===== config.mk =====
export PLATFORM = sky130hd
export DESIGN_NAME = alu_sequencer
export DESIGN_NICKNAME = d
export VERILOG_FILES = /design/src/rtl/alu_sequencer.sv
export SDC_FILE = /design/constraint.sdc
export NUM_CORES = 1
export LEC_CHECK = 0
export ABC_CLOCK_PERIOD_IN_PS = 10300
export CAP_MARGIN = 20
export CORE_MARGIN = 1.5
export CORE_UTILIZATION = 65
export DETAILED_ROUTE_END_ITERATION = 6
export PLACE_DENSITY = 0.85
export REMOVE_ABC_BUFFERS = 1
export SLEW_MARGIN = 20
export SYNTH_ARGS = -nofsm -noshare
export SYNTH_HDL_FRONTEND = slang
export SYNTH_SLANG_ARGS = --single-unit

===== constraint.sdc =====
create_clock -name clk -period 10.3 [get_ports clk]
set_clock_uncertainty 0.2 [all_clocks]
set_input_delay 1.03 -clock clk [delete_from_list [all_inputs] [get_ports clk]]
set_output_delay 1.03 -clock clk [all_outputs]
set_load 0.02 [all_outputs]

===== src/rtl/alu_sequencer.sv =====
// Program-driven command issuer for the 16-bit ALU breadboard: steps through a
// loaded program, captures each ALU result and offers it on a valid/ready port.
module alu_sequencer #(
  parameter int DEPTH = 16,
  parameter int AW    = 4,
  parameter int WIDTH = 16
) (
  input  logic               clk,
  input  logic               reset,
  input  logic               prog_we,
  input  logic [AW-1:0]      prog_addr,
  input  logic [2*WIDTH+4:0] prog_data,
  input  logic [AW:0]        prog_len,
  input  logic               start,
  output logic [WIDTH-1:0]   a_in,
  output logic [WIDTH-1:0]   b_in,
  output logic [3:0]         opcode,
  input  logic [WIDTH-1:0]   alu_result,
  input  logic               alu_error,
  output logic               res_valid,
  input  logic               res_ready,
  output logic [WIDTH-1:0]   res_data,
  output logic               res_error,
  output logic [AW-1:0]      res_index,
  output logic               busy,
  output logic               done
);

  localparam int PW = 2*WIDTH + 5;

  typedef enum logic [2:0] {S_IDLE, S_ISSUE, S_WAIT, S_HOLD, S_DONE} state_t;

  state_t           state_q, state_d;
  logic [AW-1:0]    pc_q, pc_d;
  logic [AW:0]      len_q, len_d;
  logic [WIDTH-1:0] a_q, a_d, b_q, b_d;
  logic [3:0]       op_q, op_d;
  logic [WIDTH-1:0] fwd_q, fwd_d;
  logic [WIDTH-1:0] rdata_q, rdata_d;
  logic             rerr_q, rerr_d;
  logic [AW-1:0]    ridx_q, ridx_d;
  logic             vld_q, vld_d;
  logic             done_q, done_d;

  logic [PW-1:0]    mem_q [DEPTH];
  logic [AW-1:0]    ld_pc;
  logic [PW-1:0]    ent;
  logic             last;
  logic             load;

  always_ff @(posedge clk) begin
    if (prog_we && state_q == S_IDLE) mem_q[prog_addr] <= prog_data;
  end

  // Entry to be issued next: entry 0 when launching from IDLE, else the successor of pc.
  assign ld_pc = (state_q == S_IDLE) ? '0 : pc_q + AW'(1);
  assign ent   = mem_q[ld_pc];
  assign last  = ({1'b0, pc_q} == len_q - (AW+1)'(1));

  always_comb begin
    state_d = state_q;
    pc_d    = pc_q;
    len_d   = len_q;
    a_d     = a_q;
    b_d     = b_q;
    op_d    = op_q;
    fwd_d   = fwd_q;
    rdata_d = rdata_q;
    rerr_d  = rerr_q;
    ridx_d  = ridx_q;
    vld_d   = vld_q;
    done_d  = 1'b0;
    load    = 1'b0;
    case (state_q)
      S_IDLE: begin
        a_d  = '0;
        b_d  = '0;
        op_d = '0;
        if (start && prog_len != '0) begin
          len_d   = prog_len;
          pc_d    = '0;
          load    = 1'b1;
          state_d = S_ISSUE;
        end
      end
      S_ISSUE: state_d = S_WAIT;
      S_WAIT: begin
        rdata_d = alu_result;
        rerr_d  = alu_error;
        ridx_d  = pc_q;
        fwd_d   = alu_result;
        vld_d   = 1'b1;
        op_d    = '0;
        state_d = S_HOLD;
      end
      S_HOLD: begin
        if (res_ready) begin
          vld_d = 1'b0;
          if (last) begin
            done_d  = 1'b1;
            state_d = S_DONE;
          end else begin
            pc_d    = pc_q + AW'(1);
            load    = 1'b1;
            state_d = S_ISSUE;
          end
        end
      end
      S_DONE: begin
        a_d     = '0;
        b_d     = '0;
        op_d    = '0;
        state_d = S_IDLE;
      end
      default: state_d = S_IDLE;
    endcase
    // Forwarding substitutes the last captured result for the stored operand A.
    if (load) begin
      op_d = ent[PW-2 -: 4];
      b_d  = ent[WIDTH-1:0];
      a_d  = ent[PW-1] ? fwd_q : ent[2*WIDTH-1 -: WIDTH];
    end
  end

  always_ff @(posedge clk or negedge reset) begin
    if (!reset) begin
      state_q <= S_IDLE;
      pc_q    <= '0;
      len_q   <= '0;
      a_q     <= '0;
      b_q     <= '0;
      op_q    <= '0;
      fwd_q   <= '0;
      rdata_q <= '0;
      rerr_q  <= 1'b0;
      ridx_q  <= '0;
      vld_q   <= 1'b0;
      done_q  <= 1'b0;
    end else begin
      state_q <= state_d;
      pc_q    <= pc_d;
      len_q   <= len_d;
      a_q     <= a_d;
      b_q     <= b_d;
      op_q    <= op_d;
      fwd_q   <= fwd_d;
      rdata_q <= rdata_d;
      rerr_q  <= rerr_d;
      ridx_q  <= ridx_d;
      vld_q   <= vld_d;
      done_q  <= done_d;
    end
  end

  assign a_in      = a_q;
  assign b_in      = b_q;
  assign opcode    = op_q;
  assign res_valid = vld_q;
  assign res_data  = rdata_q;
  assign res_error = rerr_q;
  assign res_index = ridx_q;
  assign busy      = (state_q != S_IDLE);
  assign done      = done_q;

endmodule


=== Word level (Yosys, flattened, before mapping) ===
Memory sizes are Yosys's and may differ from the RTL's.
Index checks and enable logic that the tools add are counted.

* Memories kept: 1
* Word-level logic and storage cells: 63
* Output and inout bits: 60
* RAM bits: 592
* Bits of input ports: 68
* Flip-flop bits (word level): 71

* Add/subtract/negate cells: 2
* Equal/unequal tests: 8
* Reductions and logical operators: 15
* Multiplexer cells: 26

{| class="wikitable"
|+ Memories
! memory !! depth !! width !! read ports !! clocked after memory_dff !! wr ports !! RTL line !! RTL
|-
| mem_q || 16 || 37 || 1 || 0 || 1 || 45 || <nowiki>logic [PW-1:0] mem_q [DEPTH];</nowiki>
|}

{| class="wikitable"
|+ Operators with widths
! cell !! number
|-
| $mux W16 || 4
|-
| $mux W4 || 6
|-
| $pmux W3 S4 || 1
|-
| $mux W1 || 9
|-
| $mux W3 || 3
|-
| $pmux W4 S2 || 1
|-
| $reduce_bool A2 Y1 || 4
|-
| $eq A3 B2 Y1 const B || 2
|-
| $reduce_and A2 Y1 || 3
|-
| $eq A4 B5 Y1 || 1
|-
| $reduce_bool A5 Y1 || 1
|-
| $sub A5 B1 Y5 const B || 1
|-
| $add A4 B1 Y4 const B || 1
|-
| $ne A2 B2 Y1 const B || 2
|-
| $pmux W1 S2 || 2
|-
| $reduce_and A4 Y1 || 1
|-
| $eq A3 B1 Y1 const B || 1
|-
| $eq A3 B3 Y1 const B || 1
|-
| $logic_not A3 Y1 || 1
|-
| $reduce_bool A3 Y1 || 1
|-
| $reduce_or A3 Y1 || 1
|-
| $logic_and A1 B1 Y1 || 2
|-
| $ne A2 B1 Y1 const B || 1
|-
| $reduce_or A2 Y1 || 1
|}

=== Depth between registers and ports, before layout ===
* Depth in word-level cells: 6
* Mapped depth: 11
* Mapped depth without buffers: 8

=== Worst setup path after synthesis ===
Ideal clock, no wire load.

* Path type: input-to-reg
* Start: input prog_addr[1]
* End: memory mem_q[0][0] in the netlist's numbering, enable pin
* Slack: 5.313 ns
* Path buffers: 0
* Library setup time: 0.478 ns
* Stages: 2
* Data required time: 9.622 ns
* Data arrival time: 4.309 ns
* Path through: or4b_2 nor3_1

{| class="wikitable"
|+ RTL lines
! item !! RTL line !! RTL
|-
| from (decl) || 11 || <nowiki>input logic [AW-1:0] prog_addr,</nowiki>
|-
| to (decl) || 45 ||
|}

Straight into the memory's write port.

=== Final worst setup path ===
* Start: register pc_q[0]
* End: register a_q[1] (netlist: a_in[1])

* Longest elaborated chain between the ends: 5
* Elaborated cells between the ends (all ways): 10
* Classes of those cells: add/sub (1); eq/ne (1); mux (6); reduce/logical (1); memory (1)

{| class="wikitable"
|+ Ends and longest elaborated chain
! item !! RTL line !! RTL
|-
| from (decl) || 34 || <nowiki>logic [AW-1:0] pc_q, pc_d;</nowiki>
|-
| from (signal assigned) || 141 || <nowiki>pc_q <= pc_d;</nowiki>
|-
| $add A4 B1 Y4 / $eq A4 B5 Y1 (equally long branches) || 56, 58 ||
|-
| $mux W4 / $mux W1 (equally long branches) || 56, 99 ||
|-
| $mem_v2 Z16 W37 / $mux W1 (equally long branches) || -- ||
|-
| $mux W16 / $pmux W1 S2 (equally long branches) || 121, 74 ||
|-
| $mux W16 / $reduce_bool A2 Y1 (equally long branches) || -- ||
|-
| to (signal assigned) || 130 || <nowiki>a_q <= '0;</nowiki>
|-
| to (signal assigned) || 143 || <nowiki>a_q <= a_d;</nowiki>
|-
| to (decl) || 36 || <nowiki>logic [WIDTH-1:0] a_q, a_d, b_q, b_d;</nowiki>
|}

Parallel ways exist; a longest one is shown, timed or not.
A chain may end at the register's enable or synchronous reset.

==> results.cfg <==
[global_routing]
gr-total-overflow = 0
grt_pass1_vias = 17200
grt_pass1_wl_um = 99100
grtUsageTotal = 0.317
antenna_found_initial = 4
grt_max_degree = 178

[drt]
drc = 0
first_iter_violations = 2522
vias_per_cell = 6.83
wl_um = 66600
wire_per_inst_um = 26.7
drtPass1Iterations = 6
vias = 17000
drtAntennaViolNets = 0

[placement]
dpl-instance-area_sq_um = 28700
dp_hpwl_um = 32600
port_buffers = 127
gp_congestion = 0.806

[yosys]
ys.flop_type = edfxtp_1
avgSynthCellArea_sq_um = 14.9
synth_seq_cells = 663
syn_area_sq_um = 26900
ys_top_cells_by_area = edfxtp_1, dfrtp_1, mux2_2, mux2i_1, o221ai_1
synth_most_common_cell = edfxtp_1
syn_inst = 1810
synth_edf_count = 592
synth_top_cells_by_count = edfxtp_1, a21oi_1, nand2_1, o21ai_0, mux2i_1
synth_cell_types = 58
synthArstFlopShare = 0.107
yosys_warnings = 0
synth_top_area_cell = edfxtp_1
yosysSeqAreaShare = 0.727
synth_top_area_share = 0.661

[timing]
hold_viol_final = 0
post-route-period-util = 0.511
max-slew-margin-rel = 0.211
report.final.slew_viol_count = 0
period_needed_ps = 5270
holdWs_ps = 267
rsz0062_at_grt = false
fmax_ghz = 0.190
setup_viol = 0
fin_tns_setup_ps = 0
tightest_slew_ps = 1180

[final_layout]
design_area_sq_um = 30900
drive_gt1_frac = 0.136
fill_cells = 2281
nNetsFinal = 1977
synthToLayoutAreaGrowth_pct = 14.8

[clock_tree]
cts_setup_buffers = 0
holdBufCountCts = 0
cts_tree = yes
clkSinkCount = 663
cts_inserted_buffers = 67
cts_resized = 0
clk_latency_ps = 600
htreeDepth = 3
clockBufferDepth = 3
clk_pin_slew_ps = 60
cts-root-buf = clkbuf_16

[worst_setup_path]
cp_cell_sequence = ha_4 -> buf_4 -> and2_4 -> a221oi_1 -> o32ai_1 -> nand2b_1 -> o221ai_1
r2r-start = pc_q[0]
slowest_stage = nand2b_1
worstPathArrival_ps = 5470
crit_type = flip-flop to flip-flop
cp_data_required_time_ps = 10500
crit_buf_inv = 1
worst-path-max-fanout = 65
start_kind = flip-flop
cp-end-kind = flip-flop
max_stage_delay_ps = 950
crit_start = pc_q[0]
critPathTopFamily = simple AND/OR/NAND/NOR gates

[status]
status = completed

[floorplan]
start_util = 0.659
die_h_um = 206
core_sq_um = 40800
dieArea_sq_um = 42600
pin_count = 128
std_cell_rows = 74
die_width_um = 206

[power]
p_total_mw = 9.07
power.density_nw_per_um2 = 294
p_leak_nw = 10.4
vdd_ir_drop_max_v = 0.000225

[worst_hold_path]
hold_path.class = primary input to asynchronous set/reset pin

[flow_run]
cap_violations = 0
-- registers in the layout, indices dropped and copies added, names as in the netlist, 3 cells and up --
signal	flops
mem_q	592
a_in	16
b_in	16
res_data	16
len_q	5
opcode	4
pc_q	4
res_index	4
state_q	3
-- power breakdown --
part           switching (mW)  total, mW  internal (mW)  leakage [nW]
clock                   0.998       2.44           1.44          1.10
combinational            2.16       3.41           1.25          3.07
sequential              0.138       3.22           3.08          6.21
-- worst paths after layout --
check / to / slack [ps] / depth (start not counted)
setup / recovery: a_in[1] / 5030 / 7
hold / removal: opcode[1] / 270 / 1
setup reg to reg: a_in[1] / 5030 / 7
hold reg to reg: res_valid / 280 / 1
max in group asynchronous: pc_q[0] / 8480 / 2
min in group clk: res_valid / 280 / 1
-- per-layer routing --
layer  track usage  wire, um  vias up
met3        0.0654      7950      188
met1         0.423     23800     8400
li1              -         -     7212
met2         0.511     32700     1211
met5             0        27        -
met4         0.131      2090        4
-- metrics by stage --
stage / util / instances / setup WS (ps)
after global placement: 0.702 / 2370 / 5260
after CTS: 0.756 / 2489 / 5140
final: 0.756 / 2490 / 5030
after detailed placement: 0.702 / 2370 / 5160
after global routing: 0.756 / 2490 / 4960
after floorplan: - / 1677 / -1910
-- logic make-up (layout without fill, tap and decap cells) --
group / count (synthesis) / count (layout) / share of synthesized area
muxes: 150 / 150 / 0.0615
DFF: 663 / 663 / 0.727
and+or+nand+nor: 366 / 366 / 0.0688
adders and majority gates: 2 / 2 / 0.000930
other: 0 / 1 / 0
AOI/OAI and AO/OA: 424 / 424 / 0.108
buffers and inverters: 198 / 345 / 0.0314
xor gates and xnor gates: 7 / 7 / 0.00228
-- cells in the final DEF (no fill, tap or decap), drive strengths merged, types with 21 or more instances in the layout --
cell type,count
edfxtp,592
clkdlybuf4s50,126
a21oi,121
nand2,113
o21ai,95
clkbuf,90
o221ai,82
mux2i,73
mux2,72
dfrtp,71
inv,67
nor3,53
nor2,44
nand2b,38
nand3,35
buf,35
or3,31
clkinv,21
-- area by class of cell --
| class | count | area, sq um | share of cell area |
|---|---|---|---|
| Sequential cell | 663 | 19600 | 0.634 |
| Clock inverter | 29 | 279 | 0.00904 |
| Antenna cell | 1 | 2.50 | 0.0000811 |
| Inverter | 65 | 244 | 0.00790 |
| Tap cell | 532 | 666 | 0.0216 |
| Clock buffer | 90 | 1930 | 0.0624 |
| Multi-Input combinational cell | 949 | 6660 | 0.216 |
| Timing Repair Buffer | 161 | 1540 | 0.0498 |
No activity file was read; power rests on OpenSTA's default activity.
